## src/rtl/atualiza_posicao_pkg.sv

```systemverilog
// Shared constants for the object position-update stage: screen geometry,
// coordinate width and FSM state encoding.
package atualiza_posicao_pkg;

  localparam int unsigned W_COORD      = 8;
  localparam int unsigned LARGURA_TELA = 160;
  localparam int unsigned ALTURA_TELA  = 120;

  localparam logic [2:0] OCIOSO  = 3'd0;
  localparam logic [2:0] LE      = 3'd1;
  localparam logic [2:0] CALCULA = 3'd2;
  localparam logic [2:0] ESCREVE = 3'd3;
  localparam logic [2:0] FIM     = 3'd4;

endpackage

```

## src/rtl/ajuste_borda.sv

```systemverilog
// One-axis coordinate update: add or subtract the speed, then wrap into 0..L-1.
module ajuste_borda #(
  parameter int unsigned W = 8,
  parameter int unsigned L = 160
) (
  input  logic [W-1:0] pos,
  input  logic [W-1:0] vel,
  input  logic         sub,
  output logic [W-1:0] novo
);

  localparam logic [W:0]   LIM   = L[W:0];
  localparam logic [W-1:0] LIM_W = L[W-1:0];

  logic [W:0] w_soma;
  logic [W:0] w_dif;

  always_comb begin
    w_soma = {1'b0, pos} + {1'b0, vel};
    w_dif  = {1'b0, pos} - {1'b0, vel};
    if (sub) begin
      // Borrow out of bit W means the result went negative: wrap by adding L.
      novo = w_dif[W] ? (w_dif[W-1:0] + LIM_W) : w_dif[W-1:0];
    end else begin
      novo = (w_soma >= LIM) ? (w_soma[W-1:0] - LIM_W) : w_soma[W-1:0];
    end
  end

endmodule

```

## src/rtl/atualiza_posicao.sv

```systemverilog
// Per-frame sweep over the object bank: read, update with wrap-around, write back.
module atualiza_posicao
  import atualiza_posicao_pkg::*;
#(
  parameter int unsigned W       = W_COORD,
  parameter int unsigned LARGURA = LARGURA_TELA,
  parameter int unsigned ALTURA  = ALTURA_TELA,
  parameter int unsigned NUM_OBJ = 4,
  parameter int unsigned IW      = (NUM_OBJ > 1) ? $clog2(NUM_OBJ) : 1
) (
  input  logic          clock,
  input  logic          reset_n,
  input  logic          iniciar,
  output logic [IW-1:0] endereco,
  input  logic [W-1:0]  pos_x,
  input  logic [W-1:0]  pos_y,
  input  logic [W-1:0]  vel_x,
  input  logic [W-1:0]  vel_y,
  input  logic          sub_x,
  input  logic          sub_y,
  input  logic          ativo,
  output logic [W-1:0]  novo_x,
  output logic [W-1:0]  novo_y,
  output logic          escreve,
  output logic          ocupado,
  output logic          pronto
);

  localparam logic [IW-1:0] ULTIMO = IW'(NUM_OBJ - 1);

  logic [2:0]    r_estado;
  logic [2:0]    w_prox;
  logic [IW-1:0] r_indice;
  logic [W-1:0]  r_novo_x;
  logic [W-1:0]  r_novo_y;
  logic          r_ativo;
  logic [W-1:0]  w_calc_x;
  logic [W-1:0]  w_calc_y;
  logic          w_ultimo;

  ajuste_borda #(
    .W (W),
    .L (LARGURA)
  ) u_borda_x (
    .pos  (pos_x),
    .vel  (vel_x),
    .sub  (sub_x),
    .novo (w_calc_x)
  );

  ajuste_borda #(
    .W (W),
    .L (ALTURA)
  ) u_borda_y (
    .pos  (pos_y),
    .vel  (vel_y),
    .sub  (sub_y),
    .novo (w_calc_y)
  );

  assign w_ultimo = (r_indice == ULTIMO);

  always_comb begin
    w_prox = r_estado;
    case (r_estado)
      OCIOSO:  if (iniciar) w_prox = LE;
      LE:      w_prox = CALCULA;
      CALCULA: w_prox = ESCREVE;
      ESCREVE: w_prox = w_ultimo ? FIM : LE;
      FIM:     w_prox = OCIOSO;
      default: w_prox = OCIOSO;
    endcase
  end

  always_ff @(posedge clock) begin
    if (!reset_n) begin
      r_estado <= OCIOSO;
      r_indice <= '0;
      r_novo_x <= '0;
      r_novo_y <= '0;
      r_ativo  <= 1'b0;
    end else begin
      r_estado <= w_prox;
      if (r_estado == OCIOSO && iniciar) begin
        r_indice <= '0;
      end else if (r_estado == ESCREVE && !w_ultimo) begin
        r_indice <= r_indice + IW'(1);
      end
      // Bank read data is valid during CALCULA (one cycle after LE set the address).
      if (r_estado == CALCULA) begin
        r_ativo  <= ativo;
        r_novo_x <= w_calc_x;
        r_novo_y <= w_calc_y;
      end
    end
  end

  assign endereco = r_indice;
  assign novo_x   = r_novo_x;
  assign novo_y   = r_novo_y;
  assign escreve  = (r_estado == ESCREVE) && r_ativo;
  assign ocupado  = (r_estado != OCIOSO);
  assign pronto   = (r_estado == FIM);

endmodule
```

## config.mk

```make
export PLATFORM = sky130hd
export DESIGN_NAME = atualiza_posicao
export DESIGN_NICKNAME = d
export VERILOG_FILES = /design/src/rtl/atualiza_posicao_pkg.sv /design/src/rtl/ajuste_borda.sv /design/src/rtl/atualiza_posicao.sv
export SDC_FILE = /design/constraint.sdc
export NUM_CORES = 1
export LEC_CHECK = 0
export CAP_MARGIN = 20
export CORE_MARGIN = 5
export CORE_UTILIZATION = 45
export CTS_CLUSTER_DIAMETER = 100
export DETAILED_ROUTE_END_ITERATION = 10
export PLACE_DENSITY = 0.71
export SLEW_MARGIN = 25
export SYNTH_ARGS = -nofsm -noshare
export SYNTH_HDL_FRONTEND = slang
export SYNTH_SLANG_ARGS = --single-unit
```

## constraint.sdc

```tcl
create_clock -name clock -period 5.7 [get_ports clock]
set_clock_uncertainty 0.15 [all_clocks]
set_input_delay 1.425 -clock clock [delete_from_list [all_inputs] [get_ports clock]]
set_output_delay 1.425 -clock clock [all_outputs]
set_load 0.02 [all_outputs]
```

Word-level counts from Yosys, hierarchy flattened:

Index checks and enable logic that the tools add are counted.

* register bits after elaboration: 22
* bits of input ports: 38
* output and inout port bits: 21
* logic and storage cells: 39

* add/subtract/negate cells: 9
* order comparisons: 2
* equal/unequal tests: 6
* multiplexer cells: 9
* bitwise operators: 1
* reduce and logical (&&, ||, !) cells: 7

Operators by type and width (count)
* 8-bit two-way mux: 6
* 8-bit by 8-bit adder with 9-bit output: 2
* 8-bit by 8-bit subtractor with 9-bit output: 2
* 3-bit case mux with 4 select lines: 1
* 9-bit by 7-bit >= comparator with 1-bit output (second input constant): 1
* 9-bit by 8-bit >= comparator with 1-bit output (second input constant): 1
* 8-bit by 7-bit adder with 8-bit output (second input constant): 1
* 8-bit adder (second input constant): 1
* 8-bit by 7-bit subtractor with 8-bit output (second input constant): 1
* 8-bit subtractor (second input constant): 1
* 3-bit by 2-bit equality test with 1-bit output (second input constant): 2
* 3-bit two-way mux: 2
* 3-bit by 1-bit equality test with 1-bit output (second input constant): 1
* 3-bit equality test (second input constant): 1
* 1-bit logical AND: 3
* 3-bit zero test: 1
* 3-bit nonzero test: 1
* 2-bit by 1-bit adder with 2-bit output (second input constant): 1
* 2-bit equality test (second input constant): 1
* 2-bit != test (second input constant): 1
* 2-bit OR reduction: 1
* 1-bit zero test: 1
* 1-bit NOT: 1

Longest topological paths before layout:

Gate-level depths: netlist of run 1.

* depth in word-level cells: 4
* depth in mapped cells: 16
* gate-level depth less buffers: 16

Modules after synthesis:

A second synthesis of run 1 with hierarchy kept.

* cell total of the unflattened synthesis: 393
* area total of the unflattened synthesis: 3057.9 um^2

Modules (own cells, without submodules)
* ajuste_borda at u_borda_y: times used 1, cells an instance 147, area an instance 1086.0 um^2, sequential area each 0.0 um^2
* ajuste_borda at u_borda_x: times used 1, cells an instance 145, area an instance 1067.3 um^2, sequential area each 0.0 um^2
* atualiza_posicao: times used 1, cells an instance 101, area an instance 904.6 um^2, sequential area each 440.4 um^2

Worst setup path after synthesis of run 1:

No wires, ideal clock.

* path kind: input to register
* start: in pos_y[0]
* end: reg r_novo_y[6] (netlist: novo_y[6])
* setup time: 0.117 ns
* arrival time: 4.032 ns
* required time: 5.433 ns
* slack: 1.401 ns
* cell stages on the path: 16
* path buffers: 0
* path through: ha_1 > inv_1 > fa_1 > nor2_1 > o21ai_1 > xnor2_1 > inv_1 > ha_1 > nand3b_1 > a2111oi_0 > a311o_1 > a31oi_1 > o21ai_1 > a21oi_1 > a311o_1 > a32o_1

* word-level cells in the longest chain between the ends: 4
* elaborated cells on any way between the ends: 8
* classes of those cells: add/sub: 4; order compare: 1; mux: 3

Ends and longest elaborated chain
* start, declared: RTL line atualiza_posicao.sv:16 `input logic [W-1:0] pos_y,`
* 8-bit by 8-bit adder with 9-bit output / 8-bit by 8-bit subtractor with 9-bit output (equally long branches): RTL line ajuste_borda.sv:19, ajuste_borda.sv:20
* 8-bit by 7-bit subtractor with 8-bit output (tied with other cells): RTL line ajuste_borda.sv:25 `novo = (w_soma >= LIM) ? (w_soma[W-1:0] - LIM_W) : w_soma[W-1:0];`
* 8-bit two-way mux (on tied branches): RTL line ajuste_borda.sv:25, ajuste_borda.sv:23
* 8-bit two-way mux (*): RTL line ajuste_borda.sv:21 `if (sub) begin`
* end signal, assigned: RTL line atualiza_posicao.sv:93 `r_novo_y <= w_calc_y;`
* end, declared: RTL line atualiza_posicao.sv:35 `logic [W-1:0] r_novo_y;`

Mark *: on every way between the ends. The rest lies on a longest branch, timed or not.
A chain may end at the register's enable or synchronous reset.

Final worst setup path of run 1:

* start: in vel_y[0]
* end: reg r_novo_y[7] (netlist: novo_y[7])

* word-level cells in the longest chain between the ends: 4
* elaborated cells on any way between the ends: 8
* classes of those cells: add/sub: 4; order compare: 1; mux: 3

Ends and longest elaborated chain
* start, declared: RTL line atualiza_posicao.sv:18 `input logic [W-1:0] vel_y,`
* 8-bit by 8-bit adder with 9-bit output / 8-bit by 8-bit subtractor with 9-bit output (equally long branches): RTL line ajuste_borda.sv:19, ajuste_borda.sv:20
* 8-bit by 7-bit subtractor with 8-bit output (tied with other cells): RTL line ajuste_borda.sv:25
* 8-bit two-way mux (on tied branches): RTL line ajuste_borda.sv:25, ajuste_borda.sv:23
* 8-bit two-way mux (*): RTL line ajuste_borda.sv:21

Marks and branches as above.

==> results.cfg, run 1 <==
[outcome]
status = finished clean

[pwr]
ir_drop_v = 0.000129
power_frac_seq = 0.252
p_sw_frac = 0.386
p_int_mw = 0.456
pwr-share-clk = 0.196
power_switching_mw = 0.287
combPwrFrac = 0.553
total_leakage_power_nw = 1.58
p_per_area_nw_per_um2 = 203

[route]
num_vias = 2878
viasPerCell = 5.60
wl_per_cell_um = 13.7
wirelength_um = 7040
dr.first_iter.drc_count = 237
ant_nets = 0
drcViolationCount = 0
firstDrtPassIters = 4

[grt]
globalRouteTotalUtil = 0.163
grt_first_pass_wirelength_um = 11900
antenna_found_initial = 0
first_global_vias = 2585
grt_overflow_total = 0
grt_max_degree = 22

[setup_path]
worstSetupEndpoint = novo_y[7]
worstPathArrival_ps = 4980
cp_top_family = compound AO/OA/AOI/OAI gates
critPathSlowestCell = clkdlybuf4s50_1
crit_buf_inv = 3
crit_chain = clkdlybuf4s50_1 > ha_1 > inv_1 > fa_1 > nor2_1 > o21ai_1 > xnor2_1 > inv_1 > ha_1 > nand3b_1 > a2111oi_0 > a311o_1 > nor2b_1 > xor2_1 > xnor2_1 > mux2i_1 > o31ai_1
r2r_setup_slack_ps = 3100
cp_slowest_stage_delay_ps = 500
cp-end-kind = register
reg2reg_depth = 5
r2r-start = r_estado[1]
r2r-end = novo_x[5]
critical_path_class = primary input to register
critPathMaxFanout = 6
critical_path_depth = 17
crit_start = vel_y[0]
worstPathRequired_ps = 5730
cp-start-kind = primary input

[final_layout]
syn2layout_area_growth_pct = 22.6
drive_gt1_frac = 0.0320
final_util = 0.572
instances_no_fill = 514
nets = 517
diodes = 0

[synthesis]
yosysWarnings = 0
synth.avg_cell_area_um2 = 7.56
synth-edff-count = 0
ys_types = 63
yosysSeqAreaShare = 0.148
yosysMostFrequentCell = inv_1
yosys.area.top_type = ha_1
yosysTopAreaCellShare = 0.155
synth_cells = 394
synthFlopType = dfxtp_1
synth_commonest_cells = 38 x inv_1, 37 x ha_1, 32 x nor2_1
synth-seq-cells = 22
ys_async_sr_fraction = 0
synthesis.area_um2 = 2980
netlist_top_cells_area = ha_1 16%, dfxtp_1 15%, xnor2_1 6.5%, inv_1 4.8%, nor2_1 4.0%
synth_fp_nets = 473

[clock_tree]
clk_pin_slew_worst_paths_ps = 80
post_cts_buffers = 0
clockBufferDepth = 2
h-tree-depth = 1
cts-resized-gates = 0
clk_latency_ps = 260
cts_buffers = 3
cts-root-buf = clkbuf_8
cts_sinks = 22
ctsHoldBuffers = 0
cts_tree = yes

[floorplanning]
die_y_um = 91.4
die-area_um2 = 8350
start_util = 0.467
fp-row-count = 29
fp.coreArea_um2 = 6390
die_w_um = 91.4
num_io_pins = 59

[sta]
setup_slack_ps = 741
rsz0062_at_grt = false
fmax_mhz = 202
finalCriticalPeriod_ps = 4960
tns_ps = 0
slew_viol_final = 0
hold_viol = 0
period_share = 0.870
whs_ps = 313
setup_viol = 0
slew_headroom = 0.370
tightestPinTransition_ps = 941

[placement]
io_buffer_count = 58
place_ws_ps = 527
dp.cells = 510
gp_congestion = 0.872
hpwl_um = 5740

[flow_run]
timing.max_cap.violations = 0

[hold_path]
hold_class = register to register
worst min path at each step:
stage | startpoint | endpoint | slack (ps) | cells past startpoint
detailed placement | novo_y[3] | novo_y[3] | 310 | 2
global placement | novo_y[3] | novo_y[3] | 300 | 2
finish | novo_y[3] | novo_y[3] | 310 | 2
global route | novo_y[3] | novo_y[3] | 350 | 2
floorplan | r_ativo | r_ativo | 290 | 2
CTS | novo_y[3] | novo_y[3] | 320 | 2
worst min-delay path, delay by kind of cell (launching register included):
kind,cells,cell delay [ps]
compound gates,1,50
simple gates,1,60
flops,1,310
cell families (layout without fill, tap and decap cells):
kind of cell	count (synthesis)	count (layout)	synth area share
AO/OA/AOI/OAI	105	105	0.255
AND/OR/NAND/NOR	131	131	0.227
adder cells (fa/ha/maj)	41	41	0.182
flip-flops	22	22	0.148
buffers and inverters	58	101	0.0760
XOR/XNOR	29	29	0.0852
multiplexers	8	8	0.0269
power by group through the flow:
stage / logic (mW) / clock network (mW) / registers, mW
2_1_floorplan: 0.271 / 0 / 0.207
3_3_place_gp: 0.402 / 0 / 0.191
3_5_place_dp: 0.409 / 0 / 0.191
4_1_cts: 0.411 / 0.149 / 0.187
5_1_grt: 0.455 / 0.155 / 0.190
6_report: 0.411 / 0.145 / 0.187
area by class of cell:
| class | instances | area [um^2] |
|---|---|---|
| Fill cell | 613 | 2730 |
| Multi-Input combinational cell | 314 | 2320 |
| Timing Repair Buffer | 58 | 581 |
| Sequential cell | 22 | 440 |
| Inverter | 39 | 146 |
| Tap cell | 77 | 96.3 |
| Clock buffer | 3 | 41.3 |
| Clock inverter | 1 | 30.0 |
registers in the layout (all words and copies together) (netlist names):
register	count
novo_x	8
novo_y	8
r_estado	3
endereco	2
r_ativo	1
stage by stage:
stage | power (mW) | area, um^2
2_1_floorplan | 0.478 | 2980
3_3_place_gp | 0.593 | 3580
3_5_place_dp | 0.599 | 3580
4_1_cts | 0.748 | 3650
5_1_grt | 0.799 | 3650
6_report | 0.743 | 3650
placed cells by master (no fill, tap or decap), drive strengths merged, types with 3 or more instances in the layout:
master          n
clkbuf          3
nor2           32
o21ai          23
fa              4
inv            38
ha             37
or2             5
nand4           3
xnor2          22
a21oi          21
nand3          13
a31oi           3
o31a            3
mux2i           8
o311ai          3
o21bai          6
o21a            3
o211a           6
nor4            4
nor3           13
xor2            7
a211o           3
dfxtp          22
a21o            3
o211ai          4
a2bb2oi         3
nand2          22
clkdlybuf4s50  58
nand2b         10
and4            3
o31ai           4
nor2b          10
a21boi          4
metal layers:
layer  global-route usage  wire [um]
met4               0.0147         14
met2                0.248       3060
met5                    0          0
met1                0.248       3630
met3               0.0273        327
No activity file was read; power rests on OpenSTA's default activity.
==> inputs of run 2 (changes only) <==
--- a/config.mk
+++ b/config.mk
@@ -5,7 +5,7 @@
 export SDC_FILE = /design/constraint.sdc
 export NUM_CORES = 1
 export LEC_CHECK = 0
-export CAP_MARGIN = 20
+export CAP_MARGIN = 10
 export CORE_MARGIN = 5
 export CORE_UTILIZATION = 45
 export CTS_CLUSTER_DIAMETER = 100
==> results of run 2 <==
The final DEF is identical to that of run 1; final timing and power are the same.
